[config.mk]
export PLATFORM = sky130hd
export DESIGN_NAME = ram8_bank
export DESIGN_NICKNAME = d
export VERILOG_FILES = /design/src/rtl/ram8_bank.sv
export SDC_FILE = /design/constraint.sdc
export NUM_CORES = 1
export LEC_CHECK = 0
export ABC_CLOCK_PERIOD_IN_PS = 2200
export CORE_MARGIN = 2
export CORE_UTILIZATION = 34
export DETAILED_ROUTE_END_ITERATION = 8
export SYNTH_ARGS = -nofsm -noshare
export SYNTH_HDL_FRONTEND = slang
export SYNTH_SLANG_ARGS = --single-unit
[constraint.sdc]
create_clock -name clk -period 2.2 [get_ports clk]
set_input_delay 0.33 -clock clk [delete_from_list [all_inputs] [get_ports clk]]
set_output_delay 0.33 -clock clk [all_outputs]
set_load 0.03 [all_outputs]
[src/rtl/ram8_bank.sv]
// ram8_bank: eight-word HACK data store. A 1-to-2 demux tree steers the load strobe; a mux tree returns word[address].
// Optional build macro RAM8_WRITE_THROUGH_EN bypasses write data onto out during a write cycle.
module ram8_bank #(
    parameter int unsigned WIDTH  = 16,
    parameter int unsigned ADDR_W = 3
) (
    input  logic                   clk,
    input  logic                   rst,
    input  logic [WIDTH-1:0]       in,
    input  logic [ADDR_W-1:0]      address,
    input  logic                   load,
    output logic [WIDTH-1:0]       out,
    output logic [(2**ADDR_W)-1:0] load_oh
);
    localparam int unsigned DEPTH = 2**ADDR_W;

    logic [WIDTH-1:0] r_mem [DEPTH];
    logic [WIDTH-1:0] w_rd;

    // Demux tree: stage l splits on address bit ADDR_W-1-l, so leaf index equals the address.
    for (genvar l = 0; l < ADDR_W; l++) begin : g_dmx
        localparam int unsigned N = 2**l;
        logic [N-1:0]   w_src;
        logic [2*N-1:0] w_node;
        if (l == 0) begin : g_root
            assign w_src = load;
        end else begin : g_inner
            assign w_src = g_dmx[l-1].w_node;
        end
        for (genvar k = 0; k < N; k++) begin : g_stage
            assign w_node[2*k]   = w_src[k] & ~address[ADDR_W-1-l];
            assign w_node[2*k+1] = w_src[k] &  address[ADDR_W-1-l];
        end
    end

    assign load_oh = g_dmx[ADDR_W-1].w_node;

    // Mux tree: stage m selects on address bit m, reducing the word set by half each stage.
    for (genvar m = 0; m < ADDR_W; m++) begin : g_mux
        localparam int unsigned N = 2**(ADDR_W-1-m);
        logic [WIDTH-1:0] w_word [N];
        for (genvar k = 0; k < N; k++) begin : g_node
            if (m == 0) begin : g_leaf
                assign w_word[k] = address[0] ? r_mem[2*k+1] : r_mem[2*k];
            end else begin : g_up
                assign w_word[k] = address[m] ? g_mux[m-1].w_word[2*k+1]
                                              : g_mux[m-1].w_word[2*k];
            end
        end
    end

    assign w_rd = g_mux[ADDR_W-1].w_word[0];

    // Reset clears every word and overrides any write in the same cycle.
    always_ff @(posedge clk) begin
        if (rst) begin
            for (int unsigned i = 0; i < DEPTH; i++) begin
                r_mem[i] <= '0;
            end
        end else begin
            for (int unsigned i = 0; i < DEPTH; i++) begin
                if (load_oh[i]) begin
                    r_mem[i] <= in;
                end
            end
        end
    end

`ifdef RAM8_WRITE_THROUGH_EN
    assign out = (load && !rst) ? in : w_rd;
`else
    assign out = w_rd;
`endif

endmodule

After elaboration in Yosys (flattened, before gate mapping)
Memory sizes are Yosys's and may differ from the RTL's.
Cells that the tools add are included.

storage, ports and cells
  memories = 1
  input port bits = 22
  RAM bits = 128
  register bits after elaboration = 0

cells by class
  mux-type cells = 41
  bitwise operators = 25

memory list
  name   words  width  rd ports  clocked after Yosys merged registers in  write ports  RTL line  text
  r_mem  8      16     8         0                                        8            17        logic [WIDTH-1:0] r_mem [DEPTH];

operators by type and width
  cell                number
  two-way mux 16 bit  15
  two-way mux 1 bit   26
  bitwise AND 1 bit   14
  OR 1 bit            8
  NOT 1 bit           3

Logic depth before layout (Yosys ltp)
Gate-level depths: netlist (run 1).

  depth in word-level cells = 8
  depth in mapped cells = 6

Least setup slack after synthesis (run 1)
No wires, ideal clock.

  path type = input to register
  start point = input port address[2]
  end point = memory r_mem[7][0] (netlist: r_mem[1][48]), enable pin
  buffers on the path = 2
  required time = 1.808 ns
  arrival = 1.616 ns
  path slack = 0.192 ns
  cell stages on the path = 4
  path through = buf_2 > buf_2 > nand2_1 > o21bai_1

RTL lines
  element      RTL line  text
  from (decl)  10        input logic [ADDR_W-1:0] address,
  to (decl)    17

Final worst setup path (run 1)
  start point = input port address[1]
  end point = output port load_oh[0]

on the way
  word-level cells in the longest chain between the ends = 3

ends and longest elaborated chain
  element                         RTL line  text
  NOT 1 bit                       31        assign w_node[2*k] = w_src[k] & ~address[ADDR_W-1-l];
  bitwise AND 1 bit (2 in a row)  31
  to (decl)                       13        output logic [(2**ADDR_W)-1:0] load_oh

No other way between the ends.

==> flow_metrics.tcl, run 1 <==
set metrics [dict create \
    synthAdderAreaFrac_pct 0 \
    finalWorstSetupSlack_ps 39.20 \
    routed_wl_um 13770 \
    antenna_cells 0 \
    yosysWarningCount 0 \
    hold_violations 0 \
    worstPathRequired_ps 1870 \
    core_area_um2 16410 \
    place_ws_ps -345.4 \
    final_area_um2 7272 \
    grt_pass1_wl_um 21210 \
    synthesis.area_um2 5655 \
    synthMuxAreaShare_pct 17.19 \
    maxCapViolations 0 \
    hpwl_um 9505 \
    final_core_util_pct 44.32 \
    root_buffer "clkbuf_16" \
    grt_overflow 0 \
    synth_fp_nets 375 \
    final_cell_mix "edfxtp_1 (128), nor2_1 (97), buf_4 (62)" \
    syn_to_final_growth_pct 28.58 \
    end_kind "primary output" \
    synth_top_family_by_area "multiplexers" \
    setup_tns_ps 0 \
    synth.avg_cell_area_um2 16.02 \
    synth-simple-area-share_pct 10.33 \
    layout.cells.non_filler 682 \
    io_buffers 45 \
    cts.sinks 128 \
    die_x_um 133.0 \
    start_util_pct 34.47 \
    worstPathMaxFanout 11 \
    synth_cells 353 \
    drt_iter0_drc 307 \
    slew_violations 0 \
    vias 3266 \
    fillCellCount 1435 \
    clk_pin_slew_worst_paths_ps 50 \
    cts_tree "built" \
    min_path_type "in2reg" \
    dp_cells 647 \
    synth_xor_xnor_area_share_pct 0 \
    layout_commonest_cell "edfxtp_1" \
    dpl_cell_area_um2 6668 \
    placement_rows 47 \
    grt_start_max_net_pins 25 \
    worst_setup_path_start_kind "primary input" \
    register_area_um2 3844 \
    cts_hold_buf 0 \
    synthDistinctLibCells 19 \
    rsz0062_at_grt "no" \
    cp_data_arrival_time_ps 1830 \
    drc 0 \
    relSlewSlack_pct 76.14 \
    nets 471 \
    viasPerCell 4.789 \
    place.gp.congestion 0.7707 \
    p_leak_nw 2.783 \
    grt_pass1_vias 3529 \
    antenna_found_initial 0 \
    clock.fmax_ghz 0.4628 \
    yosysSeqAreaShare_pct 67.96 \
    cts_buffer_depth 2 \
    synth-compound-area-share_pct 0.3097 \
    numCtsBuffers 17 \
    largest_reg_flops 128 \
    vdd_drop_max_mv 0.5313 \
    firstDrtPassIters 4 \
    gr-usage-all-layers_pct 16.51 \
    min_period_ps 2161 \
    worst_pin_slew_ps 357.9 \
    drtAntennaViolNets 0 \
    largest_registers "r_mem (128)" \
    wl_per_cell_um 20.19 \
    fin_hold_ws_ps 761.2 \
    io_pins 46 \
    ys_ff_latch 128 \
    regMostFlops "r_mem" \
    drive_gt1_share_pct 30.74 \
    path_class "in2out" \
    worstHoldPathCells 3 \
    htreeDepth 4 \
    multiInputGateArea_um2 1579 \
    p_total_mw 6.249 \
    die_y_um 133.0 \
    setup_viol 0 \
    status "finished, final reports clean" \
    timing.final.crit_share_pct 98.22 \
    die_area_um2 17680 \
    p_per_area_nw_per_um2 859.3 \
]
[synthesized netlist by cell type]
master,count,share of area [%]
nor3b_1,1,0.13
nand4bb_1,3,0.60
nand4b_1,1,0.15
nand2_1,2,0.13
a41o_1,1,0.18
or4b_1,1,0.18
buf_6,6,1.2
inv_1,23,1.5
mux4_1,19,8.8
nor2_1,97,6.4
mux4_2,13,5.2
clkbuf_1,4,0.27
buf_1,1,0.066
edfxtp_1,128,68
nand2b_1,22,2.4
mux2_2,16,3.2
buf_2,13,1.2
o21bai_1,1,0.13
nand4b_2,1,0.27
[what timing repair did]
action / in CTS / in global routing
resized for setup: 32 / 12
cloned: 2 / 0
endpoints found under the setup margin: 20 / 11
buffers inserted: 0 / 1
[routing by layer]
layer	share of wire (%)	vias up	wire, um	global-route usage (%)
li1	-	1501	-	-
met3	4.7	16	651	3.142
met1	40	1655	5514	20.33
met2	54	94	7392	29.02
met5	0	-	0	0
met4	1.5	0	212	5.974
[cell families (layout without fill, tap and decap cells)]
group / Yosys count / after routing
mux: 48 / 48
buf+inv: 47 / 156
flops: 128 / 128
simple gates: 128 / 128
compound gates: 2 / 2
[path summary, 6_finish.rpt]
path,slack [ps],from,end
worst min-delay path,760,in[9],r_mem[0][25]
worst max-delay path,40,address[1],load_oh[0]
[power by group]
part           switching [mW]  internal [mW]
logic                   0.378          0.331
clock network           0.975           1.65
registers              0.0476           2.87
[critical path, cell delays in order]
cell	delay, ps
clkdlybuf4s50_1	440
buf_12	170
or4b_4	580
inv_1	130
buf_4	170
[cell type report]
type,instances,area share [%]
Sequential cell,128,52.86
Multi-Input combinational cell,178,21.71
Timing Repair Buffer,101,12.82
Clock buffer,20,6.005
Tap cell,220,3.785
Clock inverter,12,1.635
Inverter,23,1.187
Power figures use the tool's default switching activity.
==> inputs of run 2 (changes only) <==
--- a/config.mk
+++ b/config.mk
@@ -6,9 +6,9 @@
 export NUM_CORES = 1
 export LEC_CHECK = 0
 export ABC_CLOCK_PERIOD_IN_PS = 2200
-export CORE_MARGIN = 2
 export CORE_UTILIZATION = 34
 export DETAILED_ROUTE_END_ITERATION = 8
+export GPL_TIMING_DRIVEN = 0
 export SYNTH_ARGS = -nofsm -noshare
 export SYNTH_HDL_FRONTEND = slang
 export SYNTH_SLANG_ARGS = --single-unit
==> flow_metrics.tcl, run 2 (same netlist as run 1, synthesis figures left out) <==
set metrics [dict create \
    start_util_pct 35.22 \
    hold_end "r_mem[1][20]" \
    cts.sinks 128 \
    final_cell_mix "edfxtp_1 (128), nor2_1 (97), buf_2 (25)" \
    grt.busiest_layer "met2" \
    root_buffer "clkbuf_16" \
    io_buffers 43 \
    dpl_cell_area_um2 6375 \
    grt_start_max_net_pins 17 \
    min-delay-start "load" \
    worstPathRequired_ps 1870 \
    setup_viol 0 \
    rsz0062_at_grt "no" \
    die_area_um2 17150 \
    placement_rows 46 \
    path_class "reg2out" \
    core_area_um2 16060 \
    relSlewSlack_pct 36.44 \
    htreeDepth 4 \
    worstHoldPathCells 3 \
    status "finished, final reports clean" \
    grtUsageMet2_pct 26.30 \
    vdd_drop_max_mv 0.6140 \
    drtAntennaViolNets 0 \
    drc 0 \
    regMostFlops "r_mem" \
    vias 3090 \
    layout_commonest_cell "edfxtp_1" \
    cts_tree "built" \
    worstPathMaxFanout 1 \
    hpwl_um 8286 \
    hold_violations 0 \
    routed_wl_um 12290 \
    p_leak_nw 2.581 \
    slew_violations 0 \
    grt_pass1_vias 3200 \
    maxCapViolations 0 \
    die_x_um 131.0 \
    min_period_ps 2101 \
    drt_iter0_drc 199 \
    p_per_area_nw_per_um2 897.6 \
    antenna_found_initial 1 \
    gr-usage-all-layers_pct 15.55 \
    final_area_um2 6900 \
    grt_pass1_wl_um 18630 \
    cts_buffer_depth 2 \
    grt_overflow 0 \
    syn_to_final_growth_pct 22.01 \
    met1_usage_pct 19.57 \
    use_met3_pct 2.687 \
    viasPerCell 4.776 \
    min_path_type "in2reg" \
    largest_reg_flops 128 \
    largest_registers "r_mem (128)" \
    setup_tns_ps 0 \
    drive_gt1_share_pct 25.35 \
    fillCellCount 1434 \
    clk_pin_slew_worst_paths_ps 60 \
    clock.fmax_ghz 0.4759 \
    cts_hold_buf 0 \
    die_y_um 131.0 \
    nets 439 \
    io_pins 46 \
    timing.final.crit_share_pct 95.51 \
    fin_hold_ws_ps 487.0 \
    worst_setup_path_start_kind "flop" \
    cp_data_arrival_time_ps 1770 \
    place.gp.congestion 0.7455 \
    numCtsBuffers 17 \
    firstDrtPassIters 6 \
    wl_per_cell_um 19.00 \
    end_kind "primary output" \
    worst_pin_slew_ps 953.4 \
    startpoint "r_mem[0][40]" \
]
-- run 2: changes by cell type in the layout (fill, tap and decap cells not counted), moves of 3 or more --
cell / before / now
buf_2: 8 / 25
buf_4: 62 / 4
dlygate4sd2_1: 0 / 4
buf_12: 7 / 0
clkinv_4: 1 / 4
buf_6: 1 / 9
-- run 2: through the flow --
| stage | total power, mW | worst slack (ps) | std cells | utilization (%) |
|---|---|---|---|---|
| 6_report | 6.193 | 98.77 | 647 | 42.97 |
| 5_1_grt | 6.379 | 13.33 | 647 | 42.97 |
| 4_1_cts | 6.243 | 4.305 | 646 | 43.33 |
| 3_5_place_dp | 3.622 | -1096 | 613 | 39.70 |
| 3_3_place_gp | 3.599 | -1260 | 612 | 39.58 |
| 2_1_floorplan | 3.350 | 191.6 | 353 | - |
-- run 2: layer usage --
metal	up-vias	share of wire, %
met5	-	0
met4	0	1.5
met1	1583	43
li1	1441	-
met2	55	53
met3	11	3.0
-- run 2: layout make-up --
class,instances,area [um^2],share of cell area [%]
timing repair buffer,45,355.3,5.150
inverter,23,86.33,1.251
tap,216,270.3,3.917
clock inverter,15,146.4,2.121
buffer,24,191.4,2.774
clock buffer,17,425.4,6.165
sequential,128,3844,55.70
antenna,1,2.502,0.03626
multi-input combinational,178,1579,22.88
-- run 2: where the power goes --
| part | switching [mW] | internal [mW] |
|---|---|---|
| logic | 0.367 | 0.253 |
| clock network | 1.01 | 1.65 |
| registers | 0.0381 | 2.87 |
| total | 1.42 | 4.78 |
-- run 2: what timing repair did --
| action | 4_1_cts | 5_1_grt |
|---|---|---|
| setup buffers | 1 | 0 |
| cloned | 0 | 0 |
| resized for setup | 98 | 25 |
| setup endpoints to repair | 88 | 13 |
| pin swaps | 1 | 0 |
-- run 2: worst max path at each step --
| stage | to | slack, ps |
|---|---|---|
| finish | out[8] | 100 |
| global route | load_oh[1] | 10 |
| CTS | out[2] | 4 |
| detailed placement | load_oh[3] | -1100 |
| global placement | r_mem[1][48] | -1260 |
| floorplan | r_mem[1][48] | 190 |
-- run 2: critical path, cell delays in order, from the launching register on --
cell and delay (ps):
edfxtp_1 350, mux4_1 530, mux2_2 310, buf_2 180
==> inputs of run 3 (changes only) <==
--- a/config.mk
+++ b/config.mk
@@ -5,7 +5,7 @@
 export SDC_FILE = /design/constraint.sdc
 export NUM_CORES = 1
 export LEC_CHECK = 0
-export ABC_CLOCK_PERIOD_IN_PS = 2200
+export ABC_CLOCK_PERIOD_IN_PS = 2500
 export CORE_UTILIZATION = 34
 export DETAILED_ROUTE_END_ITERATION = 8
 export GPL_TIMING_DRIVEN = 0
==> constraint.sdc (replaced) <==
create_clock -name clk -period 2.5 [get_ports clk]
set_input_delay 0.375 -clock clk [delete_from_list [all_inputs] [get_ports clk]]
set_output_delay 0.375 -clock clk [all_outputs]
set_load 0.03 [all_outputs]
==> flow_metrics.tcl, run 3 (same netlist as run 1, synthesis figures left out) <==
set metrics [dict create \
    status "finished, final reports clean" \
    cts_hold_buf 0 \
    routed_wl_um 12250 \
    relSlewSlack_pct 35.21 \
    layout_commonest_cell "edfxtp_1" \
    final_area_um2 6965 \
    clk_pin_slew_worst_paths_ps 60 \
    viasPerCell 4.800 \
    path_class "in2out" \
    critPathBufInv 5 \
    drtAntennaViolNets 0 \
    worstPathMaxFanout 10 \
    regMostFlops "r_mem" \
    hpwl_um 8286 \
    worst_pin_slew_ps 971.8 \
    dp_cells 613 \
    largest_reg_flops 128 \
    worst_setup_path_start_kind "primary input" \
    critPathTopFamily "buffers and inverters" \
    p_total_mw 5.465 \
    worst-path-stages 6 \
    maxCapViolations 0 \
    dpl_cell_area_um2 6375 \
    start_util_pct 35.22 \
    rsz0062_at_grt "no" \
    drt_iter0_drc 197 \
    cts.sinks 128 \
    layout.cells.non_filler 646 \
    die_x_um 131.0 \
    largest_registers "r_mem (128)" \
    grt_overflow 0 \
    grt_start_max_net_pins 19 \
    root_buffer "clkbuf_16" \
    syn_to_final_growth_pct 23.16 \
    die_area_um2 17150 \
    io_buffers 43 \
    placement_rows 46 \
    grt_pass1_vias 3207 \
    slowest_stage "clkdlybuf4s50_1" \
    antenna_found_initial 1 \
    place.gp.congestion 0.7455 \
    cpPeakStageDelay_ps 660 \
    p_per_area_nw_per_um2 784.5 \
    min_path_type "in2reg" \
    crit_chain "clkdlybuf4s15_1, nand4bb_1, buf_2, clkbuf_4, inv_1, clkdlybuf4s50_1" \
    min_period_ps 2376 \
    clock.fmax_ghz 0.4209 \
    gr-usage-all-layers_pct 15.54 \
    worstPathRequired_ps 2120 \
    die_y_um 131.0 \
    core_area_um2 16060 \
    io_pins 46 \
    firstDrtPassIters 6 \
    vdd_drop_max_mv 0.5514 \
    slew_violations 0 \
    final_cell_mix "edfxtp_1 (128), nor2_1 (97), inv_1 (23)" \
    hold_violations 0 \
    p_leak_nw 2.623 \
    drive_gt1_share_pct 20.75 \
    drc 0 \
    numCtsBuffers 17 \
    cts_tree "built" \
    worstHoldPathCells 3 \
    timing.final.crit_share_pct 95.03 \
    htreeDepth 4 \
    setup_viol 0 \
    nets 438 \
    end_kind "primary output" \
    grt_pass1_wl_um 18620 \
    vias 3101 \
    cts_buffer_depth 2 \
    wl_per_cell_um 18.96 \
    cp_data_arrival_time_ps 2000 \
]
==> run 3: what timing repair did <==
item,CTS,global route
pin swaps,1,0
hold endpoints to repair,0,0
setup endpoints to repair,56,18
buffers inserted,1,0
resized for setup,38,7
gates cloned,0,0
==> run 3: metrics by stage <==
stage                     setup slack [ps]  hold WS (ps)  TNS (ps)  util, %
after CTS                            1.172         522.8         0    43.31
final                                124.3         520.8         0    43.38
after detailed placement            -885.8          1022    -47070    39.70
after floorplan                      446.6         678.7         0        -
after global routing                 29.22         537.3         0    43.38
after global placement               -1005          1009    -58880    39.58
==> run 3: path summary, 6_finish.rpt <==
| path | startpoint | end |
|---|---|---|
| worst min-delay path | load | r_mem[1][20] |
| worst max-delay path | address[1] | load_oh[2] |
==> run 3: worst min-delay path, stage by stage <==
cell,delay (ps)
buf_2,160
nand4b_4,180
nor2_1,50
==> run 3: cell type report <==
cell class	count	area [um^2]
antenna	1	2.502
tap	216	270.3
timing repair buffer	45	425.4
inverter	23	86.33
fill	1420	9092
sequential	128	3844
buffer	23	177.7
clock inverter	15	146.4
clock buffer	17	425.4
multi-input combinational	178	1588
==> run 3: routing by layer <==
| layer | global-route usage (%) | wire length (um) | vias to the layer above |
|---|---|---|---|
| met4 | 7.099 | 208 | 0 |
| met3 | 2.687 | 329 | 15 |
| met2 | 26.21 | 6380 | 49 |
| met5 | 0 | 0 | - |
| met1 | 19.60 | 5326 | 1598 |
| li1 | - | - | 1439 |
==> run 3: report_power, final <==
part	leakage (nW)	switching (mW)	internal [mW]
clock	0.276	0.897	1.46
sequential	1.24	0.0330	2.53
combinational	1.11	0.323	0.231
total	2.62	1.25	4.21
